**config.mk**
```make
export PLATFORM = sky130hd
export DESIGN_NAME = line_fill_sequencer
export DESIGN_NICKNAME = d
export VERILOG_FILES = /design/src/rtl/cache_pkg.sv /design/src/rtl/fill_word_counter.sv /design/src/rtl/line_fill_sequencer.sv
export SDC_FILE = /design/constraint.sdc
export NUM_CORES = 1
export LEC_CHECK = 0
export BUFFER_PORTS_ARGS = -buffer_cell sky130_fd_sc_hd__buf_2
export CORE_MARGIN = 4
export CORE_UTILIZATION = 43
export CTS_CLUSTER_DIAMETER = 40
export DETAILED_ROUTE_END_ITERATION = 6
export GPL_TIMING_DRIVEN = 1
export MAX_ROUTING_LAYER = met4
export PLACE_DENSITY = 0.94
export SLEW_MARGIN = 25
export SYNTH_ARGS = -nofsm -noshare
export SYNTH_HDL_FRONTEND = slang
export SYNTH_SLANG_ARGS = --single-unit
export TNS_END_PERCENT = 5
```
**constraint.sdc**
```tcl
create_clock -name clk -period 4.6 [get_ports clk]
set_input_delay 0.23 -clock clk [delete_from_list [all_inputs] [get_ports clk]]
set_output_delay 0.23 -clock clk [all_outputs]
set_load 0.01 [all_outputs]
```
**src/rtl/cache_pkg.sv**
```systemverilog
// Shared cache refill definitions: default geometry
// and the line-fill state encoding.
package cache_pkg;

  localparam int C_ADDR_W = 32;
  localparam int C_DATA_W = 32;
  localparam int C_WORDS  = 8;
  localparam int C_OFS_W  = $clog2(C_WORDS);
  localparam int C_BYTE_W = $clog2(C_DATA_W / 8);

  typedef enum logic [1:0] {
    IDLE = 2'd0,
    REQ  = 2'd1,
    FILL = 2'd2,
    DONE = 2'd3
  } fill_state_t;

endpackage

```
**src/rtl/fill_word_counter.sv**
```systemverilog
// Wrapping word pointer plus words-remaining counter
// for one line fill; last flags the final beat.
module fill_word_counter
  import cache_pkg::*;
#(
  parameter int WORDS  = C_WORDS,
  parameter int OFS_W  = $clog2(WORDS),
  parameter int LEFT_W = $clog2(WORDS + 1)
) (
  input  logic              clk,
  input  logic              reset,
  input  logic              i_en,
  input  logic              i_load,
  input  logic [OFS_W-1:0]  i_load_ofs,
  input  logic              i_inc,
  output logic [OFS_W-1:0]  o_ptr,
  output logic [LEFT_W-1:0] o_left,
  output logic              o_last
);

  logic [OFS_W-1:0]  r_ptr;
  logic [LEFT_W-1:0] r_left;

  always_ff @(posedge clk) begin
    if (reset) begin
      r_ptr  <= '0;
      r_left <= '0;
    end else if (i_en) begin
      if (i_load) begin
        r_ptr  <= i_load_ofs;
        r_left <= LEFT_W'(WORDS);
      end else if (i_inc) begin
        // Power-of-two line: the pointer wraps naturally
        r_ptr  <= r_ptr + 1'b1;
        r_left <= r_left - 1'b1;
      end
    end
  end

  assign o_ptr  = r_ptr;
  assign o_left = r_left;
  assign o_last = (r_left == LEFT_W'(1));

endmodule

```
**src/rtl/line_fill_sequencer.sv**
```systemverilog
// Cache line refill engine: one critical-word-first
// burst per miss, streamed into the data array.
module line_fill_sequencer
  import cache_pkg::*;
#(
  parameter int ADDR_W         = C_ADDR_W,
  parameter int DATA_W         = C_DATA_W,
  parameter int WORDS_PER_LINE = C_WORDS,
  parameter int OFS_W          = $clog2(WORDS_PER_LINE),
  parameter int BYTE_W         = $clog2(DATA_W / 8)
) (
  input  logic              clk,
  input  logic              reset,
  input  logic              enable,
  input  logic              miss_valid,
  output logic              miss_ready,
  input  logic [ADDR_W-1:0] miss_addr,
  output logic              mem_req_valid,
  input  logic              mem_req_ready,
  output logic [ADDR_W-1:0] mem_req_addr,
  input  logic              mem_rsp_valid,
  input  logic [DATA_W-1:0] mem_rsp_data,
  output logic              array_we,
  output logic [OFS_W-1:0]  array_ofs,
  output logic [DATA_W-1:0] array_wdata,
  output logic              crit_valid,
  output logic              fill_done,
  output logic              busy,
  output logic              err_spurious
);

  localparam int LEFT_W = $clog2(WORDS_PER_LINE + 1);
  localparam int LINE_B = OFS_W + BYTE_W;
  localparam logic [ADDR_W-1:0] LINE_MASK =
    ~((ADDR_W'(1) << LINE_B) - ADDR_W'(1));

  fill_state_t       r_state;
  fill_state_t       w_next;
  logic [ADDR_W-1:0] r_line_base;
  logic [OFS_W-1:0]  r_crit_ofs;
  logic              r_err;

  logic              w_accept;
  logic              w_beat;
  logic              w_spur;
  logic [OFS_W-1:0]  w_ptr;
  logic [LEFT_W-1:0] w_left;
  logic              w_last;
  logic [OFS_W-1:0]  w_miss_ofs;

  assign w_miss_ofs = miss_addr[LINE_B-1:BYTE_W];

  fill_word_counter #(
    .WORDS  (WORDS_PER_LINE),
    .OFS_W  (OFS_W),
    .LEFT_W (LEFT_W)
  ) u_cnt (
    .clk        (clk),
    .reset      (reset),
    .i_en       (enable),
    .i_load     (w_accept),
    .i_load_ofs (w_miss_ofs),
    .i_inc      (w_beat),
    .o_ptr      (w_ptr),
    .o_left     (w_left),
    .o_last     (w_last)
  );

  always_ff @(posedge clk) begin
    if (reset) begin
      r_state     <= IDLE;
      r_line_base <= '0;
      r_crit_ofs  <= '0;
      r_err       <= 1'b0;
    end else if (enable) begin
      r_state <= w_next;
      if (w_accept) begin
        r_line_base <= miss_addr & LINE_MASK;
        r_crit_ofs  <= w_miss_ofs;
      end
      if (w_spur) r_err <= 1'b1;
    end
  end

  always_comb begin
    w_next        = r_state;
    miss_ready    = 1'b0;
    mem_req_valid = 1'b0;
    w_accept      = 1'b0;
    w_beat        = 1'b0;
    w_spur        = 1'b0;
    fill_done     = 1'b0;
    crit_valid    = 1'b0;
    unique case (r_state)
      IDLE: begin
        miss_ready = enable;
        w_spur     = enable & mem_rsp_valid;
        if (enable && miss_valid) begin
          w_accept = 1'b1;
          w_next   = REQ;
        end
      end
      REQ: begin
        mem_req_valid = enable;
        w_spur        = enable & mem_rsp_valid;
        if (mem_req_ready) w_next = FILL;
      end
      FILL: begin
        w_beat = enable & mem_rsp_valid;
        crit_valid = w_beat &&
          (w_left == LEFT_W'(WORDS_PER_LINE));
        if (w_beat && w_last) w_next = DONE;
      end
      DONE: begin
        fill_done = enable;
        w_spur    = enable & mem_rsp_valid;
        w_next    = IDLE;
      end
      default: w_next = IDLE;
    endcase
  end

  assign mem_req_addr = r_line_base |
    (ADDR_W'(r_crit_ofs) << BYTE_W);
  assign array_we     = w_beat;
  assign array_ofs    = w_ptr;
  assign array_wdata  = mem_rsp_data;
  assign busy         = (r_state != IDLE);
  assign err_spurious = r_err;

endmodule

```
After elaboration in Yosys (flattened, before gate mapping)
Cells that the tools add are included.
{"block": "op_classes", "n_addsub": 2, "multipliers": 0, "div": 0, "n_lt_le_gt_ge": 0, "eq_ne": 8, "n_shift": 0, "mux": 16, "bitwise": 2, "n_reduce_logical": 11}
{"operator": "32-bit by 5-bit OR with 32-bit output", "n": 1}
{"operator": "1-bit two-way mux", "n": 8}
{"operator": "4-bit two-way mux", "n": 2}
{"operator": "2-bit one-hot mux with 4 select lines", "n": 1}
{"operator": "2-bit two-way mux", "n": 3}
{"operator": "3-bit two-way mux", "n": 2}
{"operator": "2-bit inequality test, second input constant", "n": 3}
{"operator": "2-bit AND reduction", "n": 3}
{"operator": "2-bit equality test, second input constant", "n": 2}
{"operator": "4-bit by 1-bit equality test with 1-bit output, second input constant", "n": 1}
{"operator": "4-bit equality test, second input constant", "n": 1}
{"operator": "4-bit AND reduction", "n": 1}
{"operator": "2-bit nonzero test", "n": 2}
{"operator": "4-bit by 1-bit subtractor with 4-bit output, second input constant", "n": 1}
{"operator": "3-bit by 1-bit adder with 3-bit output, second input constant", "n": 1}
{"operator": "1-bit logical AND", "n": 3}
{"operator": "3-bit OR reduction", "n": 1}
{"operator": "2-bit by 1-bit equality test with 1-bit output, second input constant", "n": 1}
{"operator": "2-bit zero test", "n": 1}
{"operator": "1-bit AND", "n": 1}
{"block": "totals", "ff_bits": 40, "latch_bits": 0, "ramBits": 0, "rom_bits": 0, "inputBits": 70, "out_inout_bits": 74, "wordCells": 45, "memories": 0}

Longest topological paths before layout
Gate-level depths: netlist of run 1.
{"block": "logic_depth", "depth_word": 5, "depth_mapped": 7, "depth_no_buf": 6}

By module
From an unflattened synthesis of run 1, not the netlist that was laid out.
{"block": "unflattened", "cells_unflattened": 245, "hier_area_um2": 1973.1}
{"mod": "line_fill_sequencer", "n_inst": 1, "cells_each": 198, "area_each_um2": 1565.3, "seq_area_each_um2": 660.6}
{"mod": "fill_word_counter", "n_inst": 1, "cells_each": 47, "area_each_um2": 407.9, "seq_area_each_um2": 140.1}

Worst setup path before layout of run 1
OpenSTA, ideal clock, no wires.
{"block": "synth_timing", "path_type": "reg-to-reg", "startpoint": "register r_state[0]", "endpoint": "register r_line_base[21]", "t_arrival_ns": 1.506, "t_required_ns": 4.530, "path_slack_ns": 3.024, "path_stages_with_launch": 8, "period_less_slack_ns": 1.576, "path_cell_list": "dfxtp_1 > inv_1 > ha_1 > and2_1 > nand2_1 > clkbuf_1 > nand2_1 > a21oi_1"}
{"block": "synth_via", "elab_chain_len": 3}
{"element": "from (decl)", "line": "line_fill_sequencer.sv:37", "rtl": "fill_state_t r_state;"}
{"element": "from (signal assigned)", "line": "line_fill_sequencer.sv:76", "rtl": "r_state <= w_next;"}
{"element": "2-bit zero test", "line": "line_fill_sequencer.sv:94", "rtl": "unique case (r_state)"}
{"element": "1-bit two-way mux", "line": "line_fill_sequencer.sv:94"}
{"element": "2-bit AND reduction (no line)"}
{"element": "to (signal assigned)", "line": "line_fill_sequencer.sv:78", "rtl": "r_line_base <= miss_addr & LINE_MASK;"}
{"element": "to (decl)", "line": "line_fill_sequencer.sv:39", "rtl": "logic [ADDR_W-1:0] r_line_base;"}
Every way passes these cells.
A chain may end at the register's enable or synchronous reset.

Final worst setup path of run 1
{"block": "layout_timing", "startpoint": "register r_state[0]", "endpoint": "output port array_we"}
{"block": "layout_via", "elab_chain_len": 2}
{"element": "2-bit equality test", "line": "line_fill_sequencer.sv:94"}
{"element": "1-bit two-way mux", "line": "line_fill_sequencer.sv:94"}
{"element": "to (decl)", "line": "line_fill_sequencer.sv:23", "rtl": "output logic array_we,"}
Every way passes these cells.

==> results.json, run 1 <==
{
  "run_status": "completed",
  "cpPeakStageDelay_ns": 0.40,
  "clock_sinks": 40,
  "clock_power_share_pct": 33.1,
  "buffer_ports.inserted": 75,
  "globalplace.congestion": 0.761,
  "cts.repair_timing.setup_buffer_count": 0,
  "cts_buffer_depth": 2,
  "htreeDepth": 2,
  "cell_type_group_with_the_largest_total_delay_on_the_critical_path": "simple AND/OR/NAND/NOR gates",
  "worst_clock_skew_ns": 0.00338,
  "cts_tree": "built",
  "crit_path_top_delay_cell": "sky130_fd_sc_hd__and3_1",
  "final-hold-violation-count": 0,
  "first_global_vias": 1492,
  "maxCapViolations": 0,
  "max_freq_mhz": 547,
  "final_common_cell": "sky130_fd_sc_hd__buf_2",
  "synth.ff_latch_count": 40,
  "drt.antenna.violating_nets": 0,
  "minimum_hold_slack_ns": 0.176,
  "pd_cells_mw_per_mm2": 347,
  "clk_pin_slew_ns": 0.07,
  "pin_count_of_the_biggest_net_entering_global_routing": 39,
  "tns_ns": 0,
  "hpwl_um": 2870,
  "finalCriticalPeriod_ns": 1.83,
  "crit_chain": "inv_1 -> ha_1 -> and3_1 -> buf_2",
  "crit_fanout": 8,
  "yosysSeqAreaShare_pct": 42.6,
  "seq_power_share_pct": 51.4,
  "final.fill_count": 394,
  "slew-limit-headroom_pct": 54.6,
  "utilization_pct": 51.5,
  "cts_inserted_buffers": 5,
  "drt_first_iter_violations": 55,
  "worst-path-buf-inv": 2,
  "ys_types": 25,
  "fin_crit_sh_pct": 39.7,
  "syn_area_mm2": 0.00188,
  "syn-mean-instance-area_um2": 8.03,
  "hold_class": "input pin to flop",
  "detail_route.wirelength_um": 3890,
  "initial_utilization_pct": 45.7,
  "power_mw": 0.736,
  "intPower_mw": 0.548,
  "design.die.area_mm2": 0.00549,
  "p_sw_mw": 0.188,
  "ys.warnings.count": 0,
  "final_cell_mix": "75 x sky130_fd_sc_hd__buf_2, 68 x sky130_fd_sc_hd__nand2_1, 40 x sky130_fd_sc_hd__dfxtp_1",
  "cts.hold.buffers_added": 0,
  "post_cts.resized_instances": 0,
  "critical_path_arrival_ns": 1.60,
  "category_of_the_worst_setup_path_launch_point": "flop",
  "grt_pass1_wl_um": 6290,
  "drt-wirelength-per-cell_um": 12.1,
  "worst_ep_required_time_ns": 4.37,
  "drtPass1Iterations": 4,
  "worst_skew_pair.late_latency_ns": 0.28,
  "grt_antenna_before_repair": 0,
  "setup_viol_count_final": 0,
  "rsz_0062_raised_after_global_routing": "no",
  "gr-total-overflow": 0,
  "die_w_um": 74.1,
  "drive_gt1_share_pct": 31.7,
  "final_net_count": 349,
  "groute.usage.overall_pct": 15.0,
  "setup_crit_end_kind": "primary output",
  "die_height_um": 74.1,
  "worstMarginPinSlew_ns": 0.678,
  "placement_rows": 23,
  "core-area_mm2": 0.00412,
  "syn-instance-count": 234,
  "routed_via_density": 4.81,
  "design.portCount": 144,
  "sw_frac_of_total_pct": 25.6,
  "cts.root.buffer_cell": "sky130_fd_sc_hd__clkbuf_8",
  "remaining_drc_errors": 0,
  "vdd_drop_max_v": 0.000181,
  "vias": 1543,
  "area_delta_synth_final_pct": 12.8,
  "static-leakage-power_nw": 1.01,
  "power.combinational.fraction_pct": 15.6,
  "maxSlewViolCount": 0,
  "insertedDiodeCount": 0,
  "worstSetupPathType": "flop to primary output"
}
[Yosys cell counts]
cell type / n / area (µm²)
sky130_fd_sc_hd__nand2_1: 69 / 259
sky130_fd_sc_hd__dfxtp_1: 40 / 801
sky130_fd_sc_hd__a21oi_1: 34 / 170
sky130_fd_sc_hd__buf_4: 34 / 255
sky130_fd_sc_hd__clkbuf_1: 11 / 41.3
sky130_fd_sc_hd__ha_1: 8 / 100
sky130_fd_sc_hd__inv_1: 8 / 30.0
sky130_fd_sc_hd__nor2_1: 5 / 18.8
sky130_fd_sc_hd__and2_1: 3 / 18.8
sky130_fd_sc_hd__nor3_1: 3 / 15.0
sky130_fd_sc_hd__xor2_1: 3 / 26.3
sky130_fd_sc_hd__and3_1: 2 / 12.5
sky130_fd_sc_hd__xnor2_1: 2 / 17.5
sky130_fd_sc_hd__a2111oi_0: 1 / 8.76
sky130_fd_sc_hd__a221oi_4: 1 / 26.3
sky130_fd_sc_hd__buf_2: 1 / 5.00
sky130_fd_sc_hd__conb_1: 1 / 3.75
sky130_fd_sc_hd__mux2_1: 1 / 11.3
sky130_fd_sc_hd__mux2i_1: 1 / 10.0
sky130_fd_sc_hd__nand4b_1: 1 / 8.76
sky130_fd_sc_hd__o211a_1: 1 / 10.0
sky130_fd_sc_hd__o21ai_0: 1 / 5.00
sky130_fd_sc_hd__o21ai_1: 1 / 5.00
sky130_fd_sc_hd__or3_1: 1 / 6.26
sky130_fd_sc_hd__or4b_4: 1 / 13.8
[cell families after synthesis]
kind of cell / share of synthesized area (%)
AOI/OAI and AO/OA: 12.0
xor gates and xnor gates: 2.33
adders and majority gates: 5.33
buffers and inverters: 17.6
DFF: 42.6
muxes: 1.13
other: 0.200
and+or+nand+nor: 18.8
[registers in the layout (all words and copies together) (netlist names)]
register,cells
u_cnt.o_ptr,3
err_spurious,1
r_crit_ofs,3
u_cnt.o_left,4
r_line_base,27
r_state,2
[power by group through the flow]
stage          logic (mW)  clock network (mW)  registers, mW
6_report            0.114               0.243          0.378
5_1_grt             0.129               0.265          0.381
4_1_cts             0.117               0.255          0.378
3_5_place_dp        0.116                   0          0.386
3_3_place_gp        0.112                   0          0.385
2_1_floorplan      0.0901                   0          0.394
[worst min-delay path: cells and delay by family]
| kind | cells | cell delay [ns] |
|---|---|---|
| buf+inv | 1 | 0.09 |
| simple gates | 1 | 0.04 |
| compound gates | 1 | 0.05 |
[metal layers]
metal | vias up | wire, µm | track usage [%] | part of all wire, %
li1 | 780 | - | - | -
met4 | 0 | 56 | 6.04 | 1.4
met2 | 54 | 2050 | 26.4 | 53
met5 | - | 0 | - | 0
met1 | 697 | 1480 | 15.5 | 38
met3 | 12 | 302 | 4.46 | 7.8
[path summary, 6_finish.rpt]
| kind | start | endpoint | slack, ns | depth (start not counted) |
|---|---|---|---|---|
| setup / recovery | r_state[0]$_SDFFE_PP0P_ | array_we | 2.77 | 4 |
| hold / removal | miss_addr[5] | r_line_base[5]$_SDFFE_PP0P_ | 0.18 | 3 |
| setup reg to reg | r_state[0]$_SDFFE_PP0P_ | r_line_base[15]$_SDFFE_PP0P_ | 2.80 | 6 |
| hold reg to reg | r_line_base[24]$_SDFFE_PP0P_ | r_line_base[24]$_SDFFE_PP0P_ | 0.45 | 2 |
[layout make-up]
class | count | area (µm²) | share of cell area, %
Sequential cell | 40 | 801 | 37.8
Multi-Input combinational cell | 141 | 754 | 35.6
Timing Repair Buffer | 75 | 375 | 17.7
Clock buffer | 7 | 96.3 | 4.55
Tap cell | 50 | 62.6 | 2.95
Inverter | 8 | 30.0 | 1.42
[metrics by stage]
stage,instance area (µm²),setup slack [ns],instances
2_1_floorplan,1880,3.02,235
3_3_place_gp,2020,2.48,314
3_5_place_dp,2020,2.82,314
4_1_cts,2120,2.75,321
5_1_grt,2120,2.65,321
6_report,2120,2.77,321
(Power assumes the default switching activity.)
==> inputs of run 2 (changes only) <==
- CORE_UTILIZATION: 43 -> 40
- PLACE_DENSITY: 0.94 -> 0.89
- clock period: 4.6 -> 1.8 ns (I/O delays scaled with it)
==> results.json, run 2 (synthesized netlist as in run 1, its figures left out) <==
{
  "number_of_flip_flops_in_the_largest_register": 27,
  "cts.hold.buffers_added": 0,
  "maxSlewViolCount": 0,
  "detail_route.wirelength_um": 3970,
  "static-leakage-power_nw": 1.05,
  "rsz_0062_raised_after_global_routing": "no",
  "globalplace.congestion": 0.814,
  "area_delta_synth_final_pct": 15.6,
  "die_height_um": 76.5,
  "routed_via_density": 4.75,
  "design.die.area_mm2": 0.00586,
  "worst_clock_skew_ns": 0.00362,
  "groute.usage.overall_pct": 13.9,
  "category_of_the_worst_setup_path_launch_point": "flop",
  "post-route-cell-area_mm2": 0.00217,
  "drt-wirelength-per-cell_um": 12.0,
  "final-hold-violation-count": 0,
  "setup_crit_end_kind": "flop",
  "run_status": "completed",
  "drive_gt1_share_pct": 32.7,
  "cts_tree": "built",
  "placement_rows": 24,
  "post_dp_cell_area_mm2": 0.00208,
  "first_global_vias": 1437,
  "worstSetupPathType": "flop to flop",
  "remaining_drc_errors": 0,
  "final_common_cell": "sky130_fd_sc_hd__buf_2",
  "utilization_pct": 48.9,
  "htreeDepth": 2,
  "pin_count_of_the_biggest_net_entering_global_routing": 36,
  "final_net_count": 355,
  "cts.root.buffer_cell": "sky130_fd_sc_hd__clkbuf_8",
  "maxCapViolations": 0,
  "initial_utilization_pct": 42.3,
  "design.portCount": 144,
  "pd_cells_mw_per_mm2": 866,
  "finalCriticalPeriod_ns": 1.60,
  "fin_crit_sh_pct": 89.1,
  "max_freq_mhz": 624,
  "clk_pin_slew_ns": 0.08,
  "hold_class": "input pin to flop",
  "buffer_ports.inserted": 75,
  "tns_ns": 0,
  "worst_skew_pair.late_latency_ns": 0.28,
  "grt_pass1_wl_um": 6450,
  "cts.repair_timing.setup_buffer_count": 0,
  "grt_antenna_before_repair": 0,
  "vdd_drop_max_v": 0.000471,
  "final_cell_mix": "75 x sky130_fd_sc_hd__buf_2, 69 x sky130_fd_sc_hd__nand2_1, 40 x sky130_fd_sc_hd__dfxtp_1",
  "crit_fanout": 3,
  "post_cts.resized_instances": 0,
  "vias": 1566,
  "drt_first_iter_violations": 56,
  "drt.antenna.violating_nets": 0,
  "cts_buffer_depth": 2,
  "die_w_um": 76.5,
  "insertedDiodeCount": 0,
  "gr-total-overflow": 0,
  "core-area_mm2": 0.00444,
  "critical_path_arrival_ns": 1.82,
  "minimum_hold_slack_ns": 0.0321,
  "power_mw": 1.88,
  "drtPass1Iterations": 4,
  "hpwl_um": 2960,
  "largest_register": "r_line_base",
  "worst_ep_required_time_ns": 2.01,
  "cts_inserted_buffers": 5,
  "clock_sinks": 40,
  "setup_viol_count_final": 0,
  "final.fill_count": 448
}
[run 2: changes by cell type in the layout (fill, tap and decap cells not counted), sizes merged]
| cell | delta |
|---|---|
| clkinv | +2 |
| buf | +6 |
| clkbuf | -1 |
[run 2: worst max-delay path: stages, from the launching register on]
cell and delay, ns:
sky130_fd_sc_hd__dfxtp_1 0.32, sky130_fd_sc_hd__inv_1 0.10, sky130_fd_sc_hd__ha_1 0.15, sky130_fd_sc_hd__or4b_4 0.48, sky130_fd_sc_hd__a221oi_4 0.27, sky130_fd_sc_hd__mux2i_1 0.22
[run 2: area by class of cell]
cell class                      count  area (µm²)  share of cell area (%)
Inverter                            8        30.0                    1.38
Clock inverter                      2        10.0                   0.461
Tap cell                           52        65.1                    3.00
Clock buffer                        6        82.6                    3.80
Sequential cell                    40         801                    36.9
Multi-Input combinational cell    141         751                    34.6
Timing Repair Buffer               81         433                    19.9
[run 2: per-layer routing]
metal | wire [µm] | GRT usage [%] | vias up
met5 | 0 | - | -
met2 | 1920 | 23.9 | 53
met3 | 303 | 5.08 | 12
li1 | - | - | 795
met1 | 1700 | 14.7 | 706
met4 | 56 | 4.53 | 0
[run 2: where the power goes]
| part | internal, mW | switching, mW | total (mW) |
|---|---|---|---|
| combinational | 0.135 | 0.175 | 0.310 |
| clock | 0.306 | 0.300 | 0.606 |
| sequential | 0.937 | 0.0284 | 0.966 |
[run 2: final timing paths]
| kind | startpoint | to | slack [ns] | depth (start not counted) |
|---|---|---|---|---|
| worst max register to register | u_cnt.o_left[1]$_SDFFE_PP0P_ | r_state[1]$_SDFFE_PP0P_ | 0.20 | 5 |
| worst min register to register | r_line_base[25]$_SDFFE_PP0P_ | r_line_base[25]$_SDFFE_PP0P_ | 0.45 | 2 |
| worst max-delay path | u_cnt.o_left[1]$_SDFFE_PP0P_ | r_state[1]$_SDFFE_PP0P_ | 0.20 | 5 |
| worst min-delay path | miss_addr[25] | r_line_base[25]$_SDFFE_PP0P_ | 0.03 | 3 |
[run 2: per-stage QoR]
stage / setup slack, ns / std cells
6_report: 0.196 / 330
5_1_grt: 0.0656 / 330
4_1_cts: 0.194 / 330
3_5_place_dp: 0.214 / 322
3_3_place_gp: 0.289 / 322
2_1_floorplan: 0.224 / 235
